### src/rtl/sound_ram_pkg.sv
// sound_ram_pkg: shared FSM state type and default constants for the sound RAM arbiter
package sound_ram_pkg;
    typedef enum logic [1:0] {ST_IDLE, ST_DOC_ACC, ST_HOST_ACC} state_t;
    localparam logic [7:0] IDLE_DATA_DEFAULT = 8'h80;
    localparam int TIMEOUT_DEFAULT = 255;
endpackage

### src/rtl/sound_ram_arbiter_if.sv
// sound_ram_arbiter_if: DOC, host and memory signal bundle of the sound RAM arbiter
// DOC side : doc_rd_i/doc_addr_i fetch strobe, doc_data_ready_o/doc_data_o result
// host side: host_req_i level request with we/addr/data, host_ack_o pulse, host_data_o
// mem side : mem_req_o/mem_we_o/mem_addr_o/mem_wdata_o command, mem_ready_i/mem_rdata_i
// status   : timeout_o sticky timeout flag
// slave is the arbiter's view, master the view of whatever drives it
interface sound_ram_arbiter_if;
    logic        doc_rd_i;
    logic [15:0] doc_addr_i;
    logic        doc_data_ready_o;
    logic [7:0]  doc_data_o;
    logic        host_req_i;
    logic        host_we_i;
    logic [15:0] host_addr_i;
    logic [7:0]  host_data_i;
    logic [7:0]  host_data_o;
    logic        host_ack_o;
    logic        mem_req_o;
    logic        mem_we_o;
    logic [15:0] mem_addr_o;
    logic [7:0]  mem_wdata_o;
    logic        mem_ready_i;
    logic [7:0]  mem_rdata_i;
    logic        timeout_o;
    modport slave (
        input  doc_rd_i, doc_addr_i, host_req_i, host_we_i, host_addr_i, host_data_i,
               mem_ready_i, mem_rdata_i,
        output doc_data_ready_o, doc_data_o, host_data_o, host_ack_o,
               mem_req_o, mem_we_o, mem_addr_o, mem_wdata_o, timeout_o
    );
    modport master (
        output doc_rd_i, doc_addr_i, host_req_i, host_we_i, host_addr_i, host_data_i,
               mem_ready_i, mem_rdata_i,
        input  doc_data_ready_o, doc_data_o, host_data_o, host_ack_o,
               mem_req_o, mem_we_o, mem_addr_o, mem_wdata_o, timeout_o
    );
endinterface

### src/rtl/sound_ram_arbiter.sv
// sound_ram_arbiter: shares one sound RAM between DOC wave fetches and host accesses
// clk_i     : system clock, rising edge
// reset_n_i : synchronous active-low reset
// bus       : sound_ram_arbiter_if.slave (DOC fetch, host request, memory command, timeout)
// One access in flight; DOC wins in IDLE except right after a DOC completion, when a
// waiting host goes first. Accesses without mem_ready_i end after TIMEOUT_CYCLES waits.
module sound_ram_arbiter
    import sound_ram_pkg::*;
#(
    parameter int          TIMEOUT_CYCLES = TIMEOUT_DEFAULT,
    parameter logic [7:0]  IDLE_DATA      = IDLE_DATA_DEFAULT
) (
    input  logic               clk_i,
    input  logic               reset_n_i,
    sound_ram_arbiter_if.slave bus
);
    localparam int CW = $clog2(TIMEOUT_CYCLES + 2);

    state_t        r_state;
    state_t        w_next;
    logic          r_pend;
    logic [15:0]   r_pend_addr;
    logic [CW-1:0] r_cnt;
    logic          r_fair;
    logic          r_mem_req;
    logic          r_mem_we;
    logic [15:0]   r_mem_addr;
    logic [7:0]    r_mem_wdata;
    logic          r_doc_rdy;
    logic [7:0]    r_doc_data;
    logic          r_host_ack;
    logic [7:0]    r_host_data;
    logic          r_timeout;
    logic          w_acc;
    logic          w_tmo;
    logic          w_done;
    logic [7:0]    w_rdata;
    logic          w_doc_req;
    logic          w_go_host;
    logic          w_go_doc;
    logic [15:0]   w_doc_addr;

    always_comb begin
        w_acc      = r_state != ST_IDLE;
        w_tmo      = w_acc && !bus.mem_ready_i && r_cnt == CW'(TIMEOUT_CYCLES);
        w_done     = w_acc && (bus.mem_ready_i || w_tmo);
        w_rdata    = bus.mem_ready_i ? bus.mem_rdata_i : IDLE_DATA;
        w_doc_req  = bus.doc_rd_i || r_pend;
        // r_fair marks the IDLE cycle right after a DOC completion; the host_ack_o
        // term stops a host that still holds its request from being served twice
        w_go_host  = r_state == ST_IDLE && bus.host_req_i && !r_host_ack && (r_fair || !w_doc_req);
        w_go_doc   = r_state == ST_IDLE && !w_go_host && w_doc_req;
        // a fresh strobe supersedes a pending address that has not been issued yet
        w_doc_addr = bus.doc_rd_i ? bus.doc_addr_i : r_pend_addr;
        w_next     = w_go_doc ? ST_DOC_ACC : w_go_host ? ST_HOST_ACC : w_done ? ST_IDLE : r_state;
    end

    always_ff @(posedge clk_i) begin
        if (!reset_n_i) r_state <= ST_IDLE;
        else r_state <= w_next;
    end

    always_ff @(posedge clk_i) begin
        if (!reset_n_i) begin
            r_pend      <= 1'b0;
            r_pend_addr <= '0;
            r_cnt       <= '0;
            r_fair      <= 1'b0;
            r_mem_req   <= 1'b0;
            r_mem_we    <= 1'b0;
            r_mem_addr  <= '0;
            r_mem_wdata <= '0;
            r_doc_rdy   <= 1'b0;
            r_doc_data  <= IDLE_DATA;
            r_host_ack  <= 1'b0;
            r_host_data <= '0;
            r_timeout   <= 1'b0;
        end else begin
            r_doc_rdy  <= 1'b0;
            r_host_ack <= 1'b0;
            r_fair     <= 1'b0;
            if (bus.doc_rd_i) begin
                r_pend      <= !w_go_doc;
                r_pend_addr <= bus.doc_addr_i;
            end else if (w_go_doc) begin
                r_pend <= 1'b0;
            end
            if (w_go_doc || w_go_host) begin
                r_cnt      <= '0;
                r_mem_req  <= 1'b1;
                r_mem_we   <= w_go_host && bus.host_we_i;
                r_mem_addr <= w_go_doc ? w_doc_addr : bus.host_addr_i;
                if (w_go_host) r_mem_wdata <= bus.host_data_i;
            end else if (w_done) begin
                r_mem_req <= 1'b0;
                if (w_tmo) r_timeout <= 1'b1;
                if (r_state == ST_DOC_ACC) begin
                    r_doc_rdy  <= 1'b1;
                    r_doc_data <= w_rdata;
                    r_fair     <= 1'b1;
                end else begin
                    r_host_ack <= 1'b1;
                    if (!r_mem_we) r_host_data <= w_rdata;
                end
            end else if (w_acc) begin
                r_cnt <= r_cnt + CW'(1);
            end
        end
    end

    assign bus.mem_req_o        = r_mem_req;
    assign bus.mem_we_o         = r_mem_we;
    assign bus.mem_addr_o       = r_mem_addr;
    assign bus.mem_wdata_o      = r_mem_wdata;
    assign bus.doc_data_ready_o = r_doc_rdy;
    assign bus.doc_data_o       = r_doc_data;
    assign bus.host_ack_o       = r_host_ack;
    assign bus.host_data_o      = r_host_data;
    assign bus.timeout_o        = r_timeout;
endmodule

### src/flat_wrapper.sv
// flat-port wrapper written by rule: the top's interface ports become plain ports
module sound_ram_arbiter_flat import sound_ram_pkg::*;
#(
    parameter int          TIMEOUT_CYCLES = TIMEOUT_DEFAULT,
    parameter logic [7:0]  IDLE_DATA      = IDLE_DATA_DEFAULT
)
  (clk_i, reset_n_i, bus_doc_rd_i, bus_doc_addr_i, bus_host_req_i, bus_host_we_i, bus_host_addr_i, bus_host_data_i, bus_mem_ready_i, bus_mem_rdata_i, bus_doc_data_ready_o, bus_doc_data_o, bus_host_data_o, bus_host_ack_o, bus_mem_req_o, bus_mem_we_o, bus_mem_addr_o, bus_mem_wdata_o, bus_timeout_o);
  sound_ram_arbiter_if bus_i ();
  input  logic clk_i;
  input  logic reset_n_i;
  input wire logic [$bits(bus_i.doc_rd_i)-1:0] bus_doc_rd_i;
  input wire logic [$bits(bus_i.doc_addr_i)-1:0] bus_doc_addr_i;
  input wire logic [$bits(bus_i.host_req_i)-1:0] bus_host_req_i;
  input wire logic [$bits(bus_i.host_we_i)-1:0] bus_host_we_i;
  input wire logic [$bits(bus_i.host_addr_i)-1:0] bus_host_addr_i;
  input wire logic [$bits(bus_i.host_data_i)-1:0] bus_host_data_i;
  input wire logic [$bits(bus_i.mem_ready_i)-1:0] bus_mem_ready_i;
  input wire logic [$bits(bus_i.mem_rdata_i)-1:0] bus_mem_rdata_i;
  output wire logic [$bits(bus_i.doc_data_ready_o)-1:0] bus_doc_data_ready_o;
  output wire logic [$bits(bus_i.doc_data_o)-1:0] bus_doc_data_o;
  output wire logic [$bits(bus_i.host_data_o)-1:0] bus_host_data_o;
  output wire logic [$bits(bus_i.host_ack_o)-1:0] bus_host_ack_o;
  output wire logic [$bits(bus_i.mem_req_o)-1:0] bus_mem_req_o;
  output wire logic [$bits(bus_i.mem_we_o)-1:0] bus_mem_we_o;
  output wire logic [$bits(bus_i.mem_addr_o)-1:0] bus_mem_addr_o;
  output wire logic [$bits(bus_i.mem_wdata_o)-1:0] bus_mem_wdata_o;
  output wire logic [$bits(bus_i.timeout_o)-1:0] bus_timeout_o;
  assign bus_i.doc_rd_i = bus_doc_rd_i;
  assign bus_i.doc_addr_i = bus_doc_addr_i;
  assign bus_i.host_req_i = bus_host_req_i;
  assign bus_i.host_we_i = bus_host_we_i;
  assign bus_i.host_addr_i = bus_host_addr_i;
  assign bus_i.host_data_i = bus_host_data_i;
  assign bus_i.mem_ready_i = bus_mem_ready_i;
  assign bus_i.mem_rdata_i = bus_mem_rdata_i;
  assign bus_doc_data_ready_o = bus_i.doc_data_ready_o;
  assign bus_doc_data_o = bus_i.doc_data_o;
  assign bus_host_data_o = bus_i.host_data_o;
  assign bus_host_ack_o = bus_i.host_ack_o;
  assign bus_mem_req_o = bus_i.mem_req_o;
  assign bus_mem_we_o = bus_i.mem_we_o;
  assign bus_mem_addr_o = bus_i.mem_addr_o;
  assign bus_mem_wdata_o = bus_i.mem_wdata_o;
  assign bus_timeout_o = bus_i.timeout_o;
  sound_ram_arbiter #(.TIMEOUT_CYCLES(TIMEOUT_CYCLES), .IDLE_DATA(IDLE_DATA)) u_core (.clk_i(clk_i), .reset_n_i(reset_n_i), .bus(bus_i));
endmodule
### config.mk
export PLATFORM = sky130hd
export DESIGN_NAME = sound_ram_arbiter_flat
export DESIGN_NICKNAME = d
export VERILOG_FILES = /design/src/rtl/sound_ram_pkg.sv /design/src/rtl/sound_ram_arbiter_if.sv /design/src/rtl/sound_ram_arbiter.sv /design/src/flat_wrapper.sv
export SDC_FILE = /design/constraint.sdc
export NUM_CORES = 1
export LEC_CHECK = 0
export CORE_UTILIZATION = 35
export CTS_CLUSTER_DIAMETER = 150
export DETAILED_ROUTE_END_ITERATION = 8
export GPL_TIMING_DRIVEN = 1
export PLACE_DENSITY = 0.63
export SLEW_MARGIN = 20
export SYNTH_ARGS = -nofsm -noshare
export SYNTH_HDL_FRONTEND = slang
export SYNTH_SLANG_ARGS = --single-unit
### constraint.sdc
create_clock -name clk_i -period 3.83 [get_ports clk_i]
set_input_delay 0.766 -clock clk_i [delete_from_list [all_inputs] [get_ports clk_i]]
set_output_delay 0.766 -clock clk_i [all_outputs]
set_load 0.01 [all_outputs]
==> results of run 1 <==
where the power goes:
part / internal (mW) / switching (mW)
Clock: 0.467 / 0.276
Sequential: 0.803 / 0.0242
Combinational: 0.150 / 0.124
Total: 1.42 / 0.424
logic make-up (layout without fill, tap and decap cells):
logic type | count (synthesis) | after routing | synth area share
compound gates | 46 | 46 | 0.136
xor+xnor | 7 | 7 | 0.0219
fa+ha+maj | 2 | 2 | 0.00894
buf+inv | 23 | 120 | 0.0438
flops | 73 | 73 | 0.522
mux | 24 | 24 | 0.0858
simple gates | 101 | 101 | 0.182
per-layer routing:
| metal | part of all wire | GRT usage | vias up | wire (um) |
|---|---|---|---|---|
| li1 | - | - | 1163 | - |
| met1 | 0.45 | 0.217 | 1038 | 3020 |
| met2 | 0.44 | 0.265 | 77 | 2970 |
| met3 | 0.097 | 0.0829 | 4 | 649 |
| met4 | 0.0051 | 0.0278 | 0 | 34 |
| met5 | 0 | 0 | - | 0 |
area by class of cell:
| class | count | area [um^2] | share of cell area |
|---|---|---|---|
| inverter | 4 | 15.0 | 0.00368 |
| multi-input combinational | 180 | 1220 | 0.299 |
| timing repair buffer | 101 | 1000 | 0.246 |
| tap | 102 | 128 | 0.0313 |
| clock inverter | 4 | 98.8 | 0.0242 |
| clock buffer | 11 | 151 | 0.0371 |
| sequential | 73 | 1460 | 0.359 |
synth_stat cells (all sizes together):
cell type,instances
o21ai,2
nor4b,1
a2bb2oi,1
o211ai,1
or2,1
nor3b,2
nor3,18
o31ai,1
and3,2
inv,4
nor2,54
a221o,16
ha,2
nor4,3
nand4,1
dfxtp,73
and2,3
buf,11
nor2b,3
a21o,1
a211oi,3
nand3,2
a22oi,14
xnor2,7
a21oi,6
nand2,11
clkbuf,8
mux2i,24
a2111o,1
worst max path at each step:
stage	end	slack, ns	start
6_report	u_core.bus.host_data_o[6]$_SDFFE_PN0P_	1.55	u_core.r_cnt[0]$_SDFFE_PP0P_
3_5_place_dp	u_core.bus.mem_addr_o[12]$_SDFFE_PN0P_	1.02	bus_host_req_i
4_1_cts	u_core.bus.mem_addr_o[12]$_SDFFE_PN0P_	1.38	bus_host_req_i
3_3_place_gp	u_core.bus.mem_addr_o[4]$_SDFFE_PN0P_	1.07	bus_host_req_i
2_1_floorplan	u_core.bus.mem_addr_o[10]$_SDFFE_PN0P_	1.93	bus_host_req_i
5_1_grt	u_core.bus.doc_data_o[3]$_SDFFE_PN0P_	1.32	u_core.r_cnt[0]$_SDFFE_PP0P_
critical path, delay by kind of cell (launching register included):
kind,cells,cell delay (ns)
adders and majority gates,2,0.39
and+or+nand+nor,5,1.10
DFF,1,0.38
AOI/OAI and AO/OA,1,0.25
sequential cells by signal (all words and copies together) (netlist names):
signal	flops
u_core.r_pend	1
u_core.bus.mem_addr_o	16
u_core.bus.host_ack_o	1
u_core.bus.mem_wdata_o	8
u_core.bus.doc_data_o	8
u_core.r_pend_addr	16
u_core.bus.host_data_o	8
u_core.r_fair	1
u_core.r_cnt	9
u_core.bus.mem_we_o	1
u_core.r_state	2
u_core.bus.mem_req_o	1
u_core.bus.timeout_o	1
==> impl_metrics.sql, run 1 <==
INSERT INTO impl_metrics (metric_group, metric, value, unit) VALUES
('clocking', 'tritoncts_num_sinks', '73', ''),
('place', 'dp_hpwl', '4.61', 'mm'),
('power', 'ir_drop', '0.255', 'mV'),
('global_route', 'first_global_vias', '2356', ''),
('synth', 'synth-seq-area-share', '0.522', ''),
('place', 'placedCellCount', '460', ''),
('detailed_routing', 'first_pass_iters', '4', ''),
('timing', 'max_freq', '0.438', 'GHz'),
('floorplan', 'die_ht', '91.4', 'um'),
('place', 'place_congestion', '0.750', ''),
('synth', 'synth_seq_cells', '73', ''),
('floorplan', 'dieArea', '0.00836', 'mm^2'),
('synth', 'synth.top_cells.by_area', 'sky130_fd_sc_hd__dfxtp_1, sky130_fd_sc_hd__mux2i_1, sky130_fd_sc_hd__nor2_1, sky130_fd_sc_hd__a221o_1, sky130_fd_sc_hd__a22oi_1', ''),
('setup_path', 'r2r_start', 'u_core.r_cnt[0]$_SDFFE_PP0P_', ''),
('floorplan', 'num_rows', '32', ''),
('floorplan', 'core_area', '0.00773', 'mm^2'),
('timing', 'grt_setup_unrepaired', 'no', ''),
('cells_and_area', 'fin_util', '0.528', ''),
('timing', 'report.final.slew_viol_count', '0', ''),
('cells_and_area', 'design.final.nets', '425', ''),
('place', 'place.port_buffers', '98', ''),
('setup_path', 'timing.critical_path.required', '4.03', 'ns'),
('setup_path', 'worstPathArrival', '2.48', 'ns'),
('timing', 'report.final.setup_viol', '0', ''),
('synth', 'mappedNetlistNets', '332', ''),
('worst_hold_path', 'hp-start', 'u_core.bus.mem_addr_o[6]$_SDFFE_PN0P_', ''),
('job', 'max_cap_violations', '0', ''),
('setup_path', 'critical_path.max_stage_delay', '0.41', 'ns'),
('status', 'outcome', 'finished clean', ''),
('global_route', 'grt_first_pass_wirelength', '11.3', 'mm'),
('place', 'placedInstanceArea', '0.00382', 'mm^2'),
('cells_and_area', 'final_cell_count_no_fill', '475', ''),
('timing', 'tightest_slew', '0.719', 'ns'),
('worst_hold_path', 'hold_path_end', 'u_core.bus.mem_addr_o[6]$_SDFFE_PN0P_', ''),
('setup_path', 'critical_path.cell_chain', 'ha_1 > nand2_1 > nor3_1 > ha_1 > or2_1 > nand2_1 > a22oi_1 > nor2_1', ''),
('power', 'power.density', '453', 'mW/mm^2'),
('setup_path', 'startpoint_type', 'flip-flop', ''),
('synth', 'synthDistinctLibCells', '36', ''),
('synth', 'synth_cells', '276', ''),
('timing', 'timing.final.crit_period', '2.28', 'ns'),
('detailed_routing', 'route.final.wire_length', '6.67', 'mm'),
('clocking', 'maximum_clock_insertion_buffer_count', '2', ''),
('global_route', 'grt_antenna_before_repair', '0', ''),
('clocking', 'tritoncts_clock_tree', 'yes', ''),
('setup_path', 'timing.rr.end', 'u_core.bus.host_data_o[6]$_SDFFE_PN0P_', ''),
('setup_path', 'critical_path.max_fanout', '14', ''),
('synth', 'netlist_area_pre_place', '0.00280', 'mm^2'),
('cells_and_area', 'most-common-layout-cells', 'sky130_fd_sc_hd__clkdlybuf4s50_1, sky130_fd_sc_hd__dfxtp_1, sky130_fd_sc_hd__nor2_1', ''),
('cells_and_area', 'areaGrowthSynthToFinish', '45.6', '%'),
('setup_path', 'critPathKind', 'flip-flop to flip-flop', ''),
('clocking', 'cts.root.buffer_cell', 'sky130_fd_sc_hd__clkbuf_8', ''),
('detailed_routing', 'route.detailed.wl_per_inst', '14.0', 'um'),
('timing', 'timing.clock.skew', '0.0121', 'ns'),
('timing', 'fin_ws', '1.55', 'ns'),
('detailed_routing', 'drc_markers', '0', ''),
('clocking', 'hold_buffer_count_at_cts', '0', ''),
('setup_path', 'cell_count_of_the_worst_reg_to_reg_path', '8', ''),
('synth', 'synth_top_area_share', '0.522', ''),
('floorplan', 'i_o_pins', '99', ''),
('synth', 'syn_avg_cell_area', '10.1', 'um^2'),
('cells_and_area', 'layout-drive-gt1-share', '0.0912', ''),
('detailed_routing', 'number_of_nets_with_antenna_violations_after_routing', '0', ''),
('floorplan', 'fp.dieW', '91.4', 'um'),
('cells_and_area', 'mostFrequentLayoutCell', 'sky130_fd_sc_hd__clkdlybuf4s50_1', ''),
('timing', 'slew-limit-headroom', '0.520', ''),
('timing', 'period_share', '0.596', ''),
('cells_and_area', 'postLayoutCellArea', '0.00408', 'mm^2'),
('setup_path', 'cp-end-kind', 'flip-flop', ''),
('detailed_routing', 'avgViaCountPerCell', '4.80', ''),
('timing', 'finalHoldViolations', '0', ''),
('worst_hold_path', 'min_path_type', 'flip-flop to flip-flop', '');
No activity file was read; power rests on OpenSTA's default activity.
==> inputs of run 2 (changes only) <==
==> constraint.sdc (replaced) <==
create_clock -name clk_i -period 2.1 [get_ports clk_i]
set_input_delay 0.42 -clock clk_i [delete_from_list [all_inputs] [get_ports clk_i]]
set_output_delay 0.42 -clock clk_i [all_outputs]
set_load 0.01 [all_outputs]
==> impl_metrics.sql, run 2 (synthesis gave the netlist of run 1 again) <==
INSERT INTO impl_metrics (metric_group, metric, value, unit) VALUES
('place', 'place.port_buffers', '98', ''),
('cells_and_area', 'mostFrequentLayoutCell', 'sky130_fd_sc_hd__clkdlybuf4s50_1', ''),
('clocking', 'numCtsBuffers', '9', ''),
('setup_path', 'startpoint_type', 'flip-flop', ''),
('timing', 'period_share', '0.903', ''),
('setup_path', 'cpMostUsedCell', 'sky130_fd_sc_hd__ha_1', ''),
('global_route', 'first_global_vias', '2272', ''),
('power', 'ir_drop', '0.670', 'mV'),
('power', 'power.density', '801', 'mW/mm^2'),
('setup_path', 'critical_path.max_stage_delay', '0.37', 'ns'),
('clocking', 'maximum_clock_insertion_buffer_count', '2', ''),
('clocking', 'clkSlewWorstSetupHoldPaths', '0.08', 'ns'),
('timing', 'report.final.setup_viol', '0', ''),
('detailed_routing', 'avgViaCountPerCell', '4.89', ''),
('setup_path', 'cpLargestDelayFamily', 'simple AND/OR/NAND/NOR gates', ''),
('cells_and_area', 'most-common-layout-cells', 'sky130_fd_sc_hd__clkdlybuf4s50_1, sky130_fd_sc_hd__dfxtp_1, sky130_fd_sc_hd__nor2_1', ''),
('floorplan', 'initial_core_util', '0.362', ''),
('clocking', 'cts.root.buffer_cell', 'sky130_fd_sc_hd__clkbuf_8', ''),
('setup_path', 'cp_slowest_cell', 'sky130_fd_sc_hd__nor4_1', ''),
('place', 'place_congestion', '0.720', ''),
('cells_and_area', 'fin_util', '0.539', ''),
('timing', 'slew-limit-headroom', '0.612', ''),
('timing', 'tightest_slew', '0.582', 'ns'),
('detailed_routing', 'first_pass_iters', '4', ''),
('clocking', 'tritoncts_num_sinks', '73', ''),
('power', 'p_leak', '1.62', 'nW'),
('global_route', 'grt_max_degree', '34', ''),
('setup_path', 'critical_path.n_buffers_inverters', '0', ''),
('cells_and_area', 'areaGrowthSynthToFinish', '48.6', '%'),
('clocking', 'cts-htree-levels', '3', ''),
('job', 'max_cap_violations', '0', ''),
('detailed_routing', 'vias_after_detailed_routing', '2378', ''),
('global_route', 'grt_remaining_overflow', '0', ''),
('global_route', 'grt_first_pass_wirelength', '10.8', 'mm'),
('timing', 'fin_setup_tns', '0', 'ns'),
('setup_path', 'cp-end-kind', 'flip-flop', ''),
('detailed_routing', 'drt_first_iter_violations', '100', ''),
('clocking', 'post-cts-setup-buffer-count', '0', ''),
('global_route', 'global_route.usage.total', '0.165', ''),
('global_route', 'grt_antenna_before_repair', '0', ''),
('detailed_routing', 'route.final.wire_length', '6.56', 'mm'),
('cells_and_area', 'layout-drive-gt1-share', '0.112', ''),
('clocking', 'worstSkewPairLatency', '0.34', 'ns'),
('setup_path', 'critical_path.cell_chain', 'ha_1 > nand2_1 > nor3_1 > ha_1 > or2_4 > nor4_1 > xnor2_1 > nor2_1', ''),
('detailed_routing', 'number_of_nets_with_antenna_violations_after_routing', '0', ''),
('floorplan', 'dieArea', '0.00836', 'mm^2'),
('floorplan', 'die_ht', '91.4', 'um'),
('status', 'outcome', 'finished clean', ''),
('cells_and_area', 'num_antenna_cells', '0', ''),
('floorplan', 'core_area', '0.00773', 'mm^2'),
('timing', 'max_freq', '0.527', 'GHz'),
('timing', 'finalHoldViolations', '0', ''),
('setup_path', 'critPathKind', 'flip-flop to flip-flop', ''),
('setup_path', 'worstPathArrival', '2.13', 'ns'),
('floorplan', 'i_o_pins', '99', ''),
('place', 'dp_hpwl', '4.63', 'mm'),
('detailed_routing', 'drc_markers', '0', ''),
('worst_hold_path', 'min_path_type', 'flip-flop to flip-flop', ''),
('timing', 'timing.final.crit_period', '1.90', 'ns'),
('setup_path', 'timing.critical_path.required', '2.33', 'ns'),
('clocking', 'hold_buffer_count_at_cts', '0', ''),
('floorplan', 'fp.dieW', '91.4', 'um'),
('detailed_routing', 'route.detailed.wl_per_inst', '13.5', 'um'),
('timing', 'timing.clock.skew', '0.0123', 'ns'),
('setup_path', 'critical_path.max_fanout', '11', ''),
('cells_and_area', 'design.final.nets', '435', ''),
('clocking', 'tritoncts_clock_tree', 'yes', ''),
('timing', 'report.final.slew_viol_count', '0', ''),
('timing', 'grt_setup_unrepaired', 'no', ''),
('floorplan', 'num_rows', '32', '');
[run 2: layout make-up]
type                    instances  area, um^2
fillers                       721        3570
repair buffers                111        1100
inverters                       4        15.0
clock buffers                  11         131
multi-input cells             180        1220
well taps                     102         128
flip-flops and latches         73        1460
clock inverters                 5         104
[run 2: worst register-to-register path, stage by stage (launching register included)]
cell	delay, ns
sky130_fd_sc_hd__dfxtp_1	0.32
sky130_fd_sc_hd__ha_1	0.20
sky130_fd_sc_hd__nand2_1	0.11
sky130_fd_sc_hd__nor3_1	0.08
sky130_fd_sc_hd__ha_1	0.20
sky130_fd_sc_hd__or2_4	0.30
sky130_fd_sc_hd__nor4_1	0.37
sky130_fd_sc_hd__xnor2_1	0.17
sky130_fd_sc_hd__nor2_1	0.05
[run 2: per-stage QoR]
stage	power, mW	hold slack [ns]	std cells	cell area, um^2	worst slack, ns
after floorplan	1.80	0.455	276	2800	0.210
after global placement	2.07	0.453	470	3920	0.00323
after detailed placement	2.08	0.472	470	3920	0.00835
after CTS	3.38	0.489	486	4160	0.0285
after global routing	3.49	0.515	486	4160	0.0192
final	3.33	0.479	486	4160	0.203
[run 2: layer usage]
metal  routed length, um  share of wire  vias up  GRT usage
met2                2820           0.43       86      0.249
met5                   0              0        -          0
met4                  60         0.0092        0     0.0423
li1                    -              -     1190          -
met1                3050           0.47     1095      0.210
met3                 627          0.096        7     0.0779
[run 2: worst paths after layout]
check                                      endpoint                              start  cells past startpoint  slack [ns]
setup / recovery       u_core.r_cnt[7]$_SDFFE_PP0P_       u_core.r_cnt[0]$_SDFFE_PP0P_                      8        0.20
hold / removal    u_core.bus.timeout_o$_SDFFE_PN0P_  u_core.bus.timeout_o$_SDFFE_PN0P_                      2        0.48
setup reg to reg       u_core.r_cnt[7]$_SDFFE_PP0P_       u_core.r_cnt[0]$_SDFFE_PP0P_                      8        0.20
hold reg to reg   u_core.bus.timeout_o$_SDFFE_PN0P_  u_core.bus.timeout_o$_SDFFE_PN0P_                      2        0.48
[run 2: power by group]
part	switching (mW)	internal (mW)	leakage, nW	total (mW)
clock	0.500	0.790	0.118	1.29
combinational	0.233	0.301	0.905	0.534
sequential	0.0446	1.47	0.596	1.51
total	0.777	2.56	1.62	3.33
[run 2: repair_timing]
| item | CTS | global route |
|---|---|---|
| setup endpoints to repair | 0 | 17 |
| hold endpoints to repair | 0 | 0 |
| resized for setup | 0 | 1 |
